### src/rtl/dual_port_ram_init.sv
`default_nettype none
// ============================================================================
// Module      : dual_port_ram_init
// Description : Simple-dual-port RAM with one byte-enabled write port, one
//               registered read port, selectable read-during-write result and
//               a hardware clear engine that writes INIT_VALUE to every
//               location after reset.
// Ports       : clk, rst        - clock and synchronous active-high reset
//               wr_en/wr_addr/wr_data/wr_be - write request with byte enables
//               rd_en/rd_addr   - read request
//               rd_data         - registered read data
//               rd_valid        - rd_data was updated by the previous edge
//               busy            - clear engine active, requests ignored
// Revision    : 1.0 - initial release
// ============================================================================
module dual_port_ram_init #(
    parameter int                    DATA_WIDTH = 8,
    parameter int                    ADDR_WIDTH = 6,
    parameter int                    DEPTH      = 64,
    parameter int                    RDW_MODE   = 0,
    parameter logic [DATA_WIDTH-1:0] INIT_VALUE = '0
) (
    input  logic                      clk,
    input  logic                      rst,
    input  logic                      wr_en,
    input  logic [ADDR_WIDTH-1:0]     wr_addr,
    input  logic [DATA_WIDTH-1:0]     wr_data,
    input  logic [DATA_WIDTH/8-1:0]   wr_be,
    input  logic                      rd_en,
    input  logic [ADDR_WIDTH-1:0]     rd_addr,
    output logic [DATA_WIDTH-1:0]     rd_data,
    output logic                      rd_valid,
    output logic                      busy
);

    localparam int                  NUM_BYTES   = DATA_WIDTH / 8;
    localparam logic [ADDR_WIDTH:0] C_DEPTH     = (ADDR_WIDTH + 1)'(DEPTH);
    localparam logic [ADDR_WIDTH:0] C_LAST_ADDR = (ADDR_WIDTH + 1)'(DEPTH - 1);

    typedef enum logic [0:0] {
        ST_CLEAR = 1'b0,
        ST_READY = 1'b1
    } state_t;

    logic [DATA_WIDTH-1:0] mem [0:DEPTH-1];

    state_t                state_q,    state_d;
    logic [ADDR_WIDTH:0]   clr_addr_q, clr_addr_d;
    logic                  busy_q,     busy_d;
    logic                  rd_valid_q, rd_valid_d;
    logic [DATA_WIDTH-1:0] rd_data_q,  rd_data_d;

    // Single memory write port shared by the clear engine and the user port.
    logic                  mem_we;
    logic [ADDR_WIDTH-1:0] mem_addr;
    logic [DATA_WIDTH-1:0] mem_wdata;
    logic [NUM_BYTES-1:0]  mem_wbe;

    logic [DATA_WIDTH-1:0] be_mask;
    logic [DATA_WIDTH-1:0] rd_old;
    logic [DATA_WIDTH-1:0] wr_merged;
    logic                  wr_in_range;
    logic                  rd_in_range;

    always_comb begin
        be_mask = '0;
        for (int i = 0; i < NUM_BYTES; i++) begin
            be_mask[8*i +: 8] = {8{wr_be[i]}};
        end
    end

    assign wr_in_range = ({1'b0, wr_addr} < C_DEPTH);
    assign rd_in_range = ({1'b0, rd_addr} < C_DEPTH);
    // Only consumed when rd_addr is in range.
    assign rd_old      = mem[rd_addr];
    // Word as it will look after this edge's write, for write-first reads.
    assign wr_merged   = (rd_old & ~be_mask) | (wr_data & be_mask);

    always_comb begin
        state_d    = state_q;
        clr_addr_d = clr_addr_q;
        busy_d     = busy_q;
        rd_valid_d = 1'b0;
        rd_data_d  = rd_data_q;
        mem_we     = 1'b0;
        mem_addr   = wr_addr;
        mem_wdata  = wr_data;
        mem_wbe    = wr_be;

        case (state_q)
            ST_CLEAR: begin
                mem_we     = 1'b1;
                mem_addr   = clr_addr_q[ADDR_WIDTH-1:0];
                mem_wdata  = INIT_VALUE;
                mem_wbe    = '1;
                clr_addr_d = clr_addr_q + 1'b1;
                if (clr_addr_q == C_LAST_ADDR) begin
                    state_d = ST_READY;
                    busy_d  = 1'b0;
                end
            end
            ST_READY: begin
                mem_we = wr_en && wr_in_range;
                if (rd_en) begin
                    rd_valid_d = 1'b1;
                    if (!rd_in_range) begin
                        rd_data_d = '0;
                    end else if ((RDW_MODE != 0) && mem_we && (wr_addr == rd_addr)) begin
                        rd_data_d = wr_merged;
                    end else begin
                        rd_data_d = rd_old;
                    end
                end
            end
            default: begin
                state_d = ST_CLEAR;
            end
        endcase
    end

    always_ff @(posedge clk) begin
        if (rst) begin
            state_q    <= ST_CLEAR;
            clr_addr_q <= '0;
            busy_q     <= 1'b1;
            rd_valid_q <= 1'b0;
            rd_data_q  <= '0;
        end else begin
            state_q    <= state_d;
            clr_addr_q <= clr_addr_d;
            busy_q     <= busy_d;
            rd_valid_q <= rd_valid_d;
            rd_data_q  <= rd_data_d;
        end
    end

    // Storage has no reset; the clear engine initialises it after rst drops.
    always_ff @(posedge clk) begin
        if (!rst && mem_we) begin
            for (int i = 0; i < NUM_BYTES; i++) begin
                if (mem_wbe[i]) begin
                    mem[mem_addr][8*i +: 8] <= mem_wdata[8*i +: 8];
                end
            end
        end
    end

    assign rd_data  = rd_data_q;
    assign rd_valid = rd_valid_q;
    assign busy     = busy_q;

endmodule
`default_nettype wire

### config.mk
export PLATFORM = sky130hd
export DESIGN_NAME = dual_port_ram_init
export DESIGN_NICKNAME = d
export VERILOG_FILES = /design/src/rtl/dual_port_ram_init.sv
export SDC_FILE = /design/constraint.sdc
export NUM_CORES = 1
export LEC_CHECK = 0
export ABC_AREA = 1
export CAP_MARGIN = 20
export CELL_PAD_IN_SITES_DETAIL_PLACEMENT = 0
export CELL_PAD_IN_SITES_GLOBAL_PLACEMENT = 2
export CORE_UTILIZATION = 25
export CTS_BUF_LIST = sky130_fd_sc_hd__clkbuf_16
export CTS_CLUSTER_DIAMETER = 50
export DETAILED_ROUTE_END_ITERATION = 12
export PLACE_DENSITY = 0.58
export SETUP_SLACK_MARGIN = 0.05
export SLEW_MARGIN = 10
export SYNTH_ARGS = -nofsm -noshare
export SYNTH_HDL_FRONTEND = slang
export SYNTH_SLANG_ARGS = --single-unit
### constraint.sdc
create_clock -name clk -period 2.6 [get_ports clk]
set_clock_uncertainty 0.1 [all_clocks]
set_input_delay 0.52 -clock clk [delete_from_list [all_inputs] [get_ports clk]]
set_output_delay 0.52 -clock clk [all_outputs]
set_load 0.01 [all_outputs]
==> results.cfg <==
[worst_setup_path]
crit_fanout = 9
end_kind = flop
critical_path_class = reg2reg
cpMaxStageDelayCell = nor2_1
ff2ff_setup_slack_ns = 0.26
cp_slowest_stage_delay_ns = 0.60
worst_path_most_repeated_cell = buf_4
critPathArrivalTime_ns = 2.47
required_ns = 2.72
worst_setup_path_start_kind = flop
path_cells = buf_4, nor2_1, a21oi_2, buf_4, inv_1, nand2_1, buf_4, nor2_1

[detailed_routing]
drt_first_pass_iters = 5
viasPerCell = 4.43
via_count = 14400
drt_wl_total_mm = 66.3
detail-route-antenna-nets = 0
drc_errors = 0
drtIter0Drc = 1026
post_drt_wl_per_cell_um = 20.4

[placed_design]
place_inst = 3123
portBuffers = 34
routabilityCongestion = 0.759
place_hpwl_mm = 41.6
placement.cell_area_um2 = 24500

[floorplanning]
die_y_um = 298
start_util_pct = 25.3
num_io_pins = 35
core_area_um2 = 86900
num_rows = 108
die-width_um = 298
die_area_um2 = 89000

[sta]
worst_slew_pin_slew_ns = 0.761
hold_violations = 0
grt_setup_unrepaired = no
final_max_slew_viol_count = 0
final-setup-viol-count = 0
slew_headroom_pct = 49.1
finalCritPeriodShare_pct = 90.1
fin_crit_ns = 2.34
max_freq_ghz = 0.427

[clock_network]
clock-sinks = 530
htree_levels = 3
cts_buffers = 72
clkTransAtPathRegs_ns = 0.05
postCtsSetupRepairBufs = 0
cts_tree = done
root_buffer = clkbuf_16
cts_buffer_depth = 3
insertion_delay_ns = 0.60

[synth]
syn_inst = 1895
avgSynthCellArea_um2 = 11.6
syn_nets = 1921
yosysSeqAreaShare_pct = 71.7
syn_area_um2 = 21900
ys_warn_count = 0
ys_types = 27
ys_ff_latch = 530

[global_routing]
grt-ovfl-total = 0
grt_max_degree = 105
antenna_found_initial = 0
grtUsageTotal_pct = 14.9
grt_pass1_wl_mm = 97.1
grt_pass1_vias = 14700

[power_and_ir_drop]
p_clk_share_pct = 48.5
power_switching_uw = 4450
combPwrFrac_pct = 5.0
pwr-share-seq_pct = 46.4
powerDensity_nw_per_um2 = 741
max-vdd-ir-drop_mv = 0.401
swShare_pct = 22.3
p_int_uw = 15500
p_leak_uw = 0.00994

[finish]
seqCellArea_um2 = 15700
instances_no_fill = 3252
final_cell_area_um2 = 26900
drive_above_1_share_pct = 14.0
area_growth_pct = 22.6
fillers = 8760
fin_nets = 2068
multi_input_area_um2 = 5280

[flow_run]
cap_violations = 0

[run_status]
status = complete, no violations

[hold_path]
hold_path_class = reg2reg
-- final timing paths --
path            from         end  depth (start not counted)
max          state_q  mem[60][2]                          8
min             busy        busy                          2
max reg2reg  state_q  mem[60][2]                          8
min reg2reg     busy        busy                          2
-- cell usage in the layout (no fill, tap or decap), drive strengths merged --
cell | Yosys | final
o21ai | 8 | 8
ha | 1 | 1
clkbuf | 13 | 75
nand2 | 603 | 603
clkinv | 0 | 26
a21oi | 9 | 9
nand3 | 487 | 487
bufinv | 0 | 7
diode | 0 | 2
nor2 | 87 | 87
clkdlybuf4s50 | 0 | 31
inv | 40 | 55
clkinvlp | 0 | 5
buf | 101 | 155
or2 | 3 | 3
nor3 | 12 | 12
dfxtp | 18 | 18
nand4 | 1 | 1
edfxtp | 512 | 512
-- critical path: cells and delay by family (launching register included) --
kind | cells | cell delay, ns
and+or+nand+nor | 3 | 0.83
buffers and inverters | 4 | 0.67
DFF | 1 | 0.33
AOI/OAI and AO/OA | 1 | 0.04
-- synthesized netlist by cell type --
| cell | instances | area, um2 |
|---|---|---|
| o21ai_1 | 4 | 20.0 |
| or2_1 | 1 | 6.26 |
| nor2_1 | 87 | 327 |
| ha_1 | 1 | 12.5 |
| nand3_1 | 478 | 2390 |
| buf_4 | 20 | 150 |
| buf_6 | 24 | 270 |
| nand3_4 | 1 | 17.5 |
| a21oi_4 | 1 | 16.3 |
| buf_8 | 1 | 15.0 |
| inv_2 | 4 | 15.0 |
| a21oi_1 | 6 | 30.0 |
| nand2_1 | 603 | 2260 |
| buf_1 | 6 | 22.5 |
| edfxtp_1 | 512 | 15400 |
| a21oi_2 | 2 | 17.5 |
| inv_6 | 1 | 8.76 |
| nor3_1 | 12 | 60.1 |
| or2_0 | 2 | 12.5 |
| o21ai_0 | 4 | 20.0 |
| dfxtp_1 | 18 | 360 |
| nand4_1 | 1 | 6.26 |
| buf_12 | 1 | 20.0 |
| buf_2 | 49 | 245 |
| clkbuf_1 | 13 | 48.8 |
| inv_1 | 35 | 131 |
| nand3_2 | 8 | 80.1 |
-- stage by stage --
| stage | power, uW | utilization [%] | worst slack [ns] | setup TNS [ns] | hold slack, ns |
|---|---|---|---|---|---|
| after floorplan | 10100 | - | 0.289 | 0 | 0.350 |
| after global placement | 10500 | 28.2 | -0.379 | -66.11 | 0.335 |
| after detailed placement | 10500 | 28.2 | -0.348 | -43.17 | 0.355 |
| after CTS | 20200 | 31.0 | 0.160 | 0 | 0.348 |
| after global routing | 20600 | 31.0 | 0.0592 | 0 | 0.366 |
| final | 19900 | 31.0 | 0.257 | 0 | 0.362 |
-- layout make-up --
| class | instances | area share, % |
|---|---|---|
| diodes | 2 | 0.0186 |
| clock buffers | 74 | 6.88 |
| repair buffers | 187 | 7.15 |
| clock inverters | 53 | 1.89 |
| flip-flops and latches | 530 | 58.5 |
| inverters | 40 | 0.586 |
| multi-input cells | 1211 | 19.6 |
| well taps | 1155 | 5.37 |
-- cells by family after synthesis --
group / after synthesis / synth area share, %
and+or+nand+nor: 1193 / 23.5
DFF: 530 / 71.7
buffers and inverters: 154 / 4.23
AOI/OAI and AO/OA: 17 / 0.473
adders and majority gates: 1 / 0.0570
-- sequential cells by signal, summed over array words and instances, names as in the netlist --
| name | count |
|---|---|
| mem | 512 |
| rd_data | 8 |
| state_q | 1 |
| rd_valid | 1 |
| busy | 1 |
| clr_addr_q | 7 |
-- per-layer routing --
layer	up-vias	GRT usage [%]	wire, um
met2	324	24.5	31400
li1	6969	-	-
met3	84	2.19	2820
met4	0	4.07	1180
met1	7025	20.4	31000
met5	-	0	0
-- power groups by stage --
stage               registers, uW  clock network [uW]  logic, uW
CTS                          9260                9900       1020
global placement             9440                   0       1020
global route                 9260               10200       1100
floorplan                    9440                   0        616
finish                       9260                9680       1000
detailed placement           9440                   0       1020
-- what timing repair did --
item	4_1_cts	5_1_grt
hold buffers	0	0
endpoints found under the hold margin	0	0
resized for setup	0	1
endpoints found under the setup margin	0	8
No activity file was read; power rests on OpenSTA's default activity.
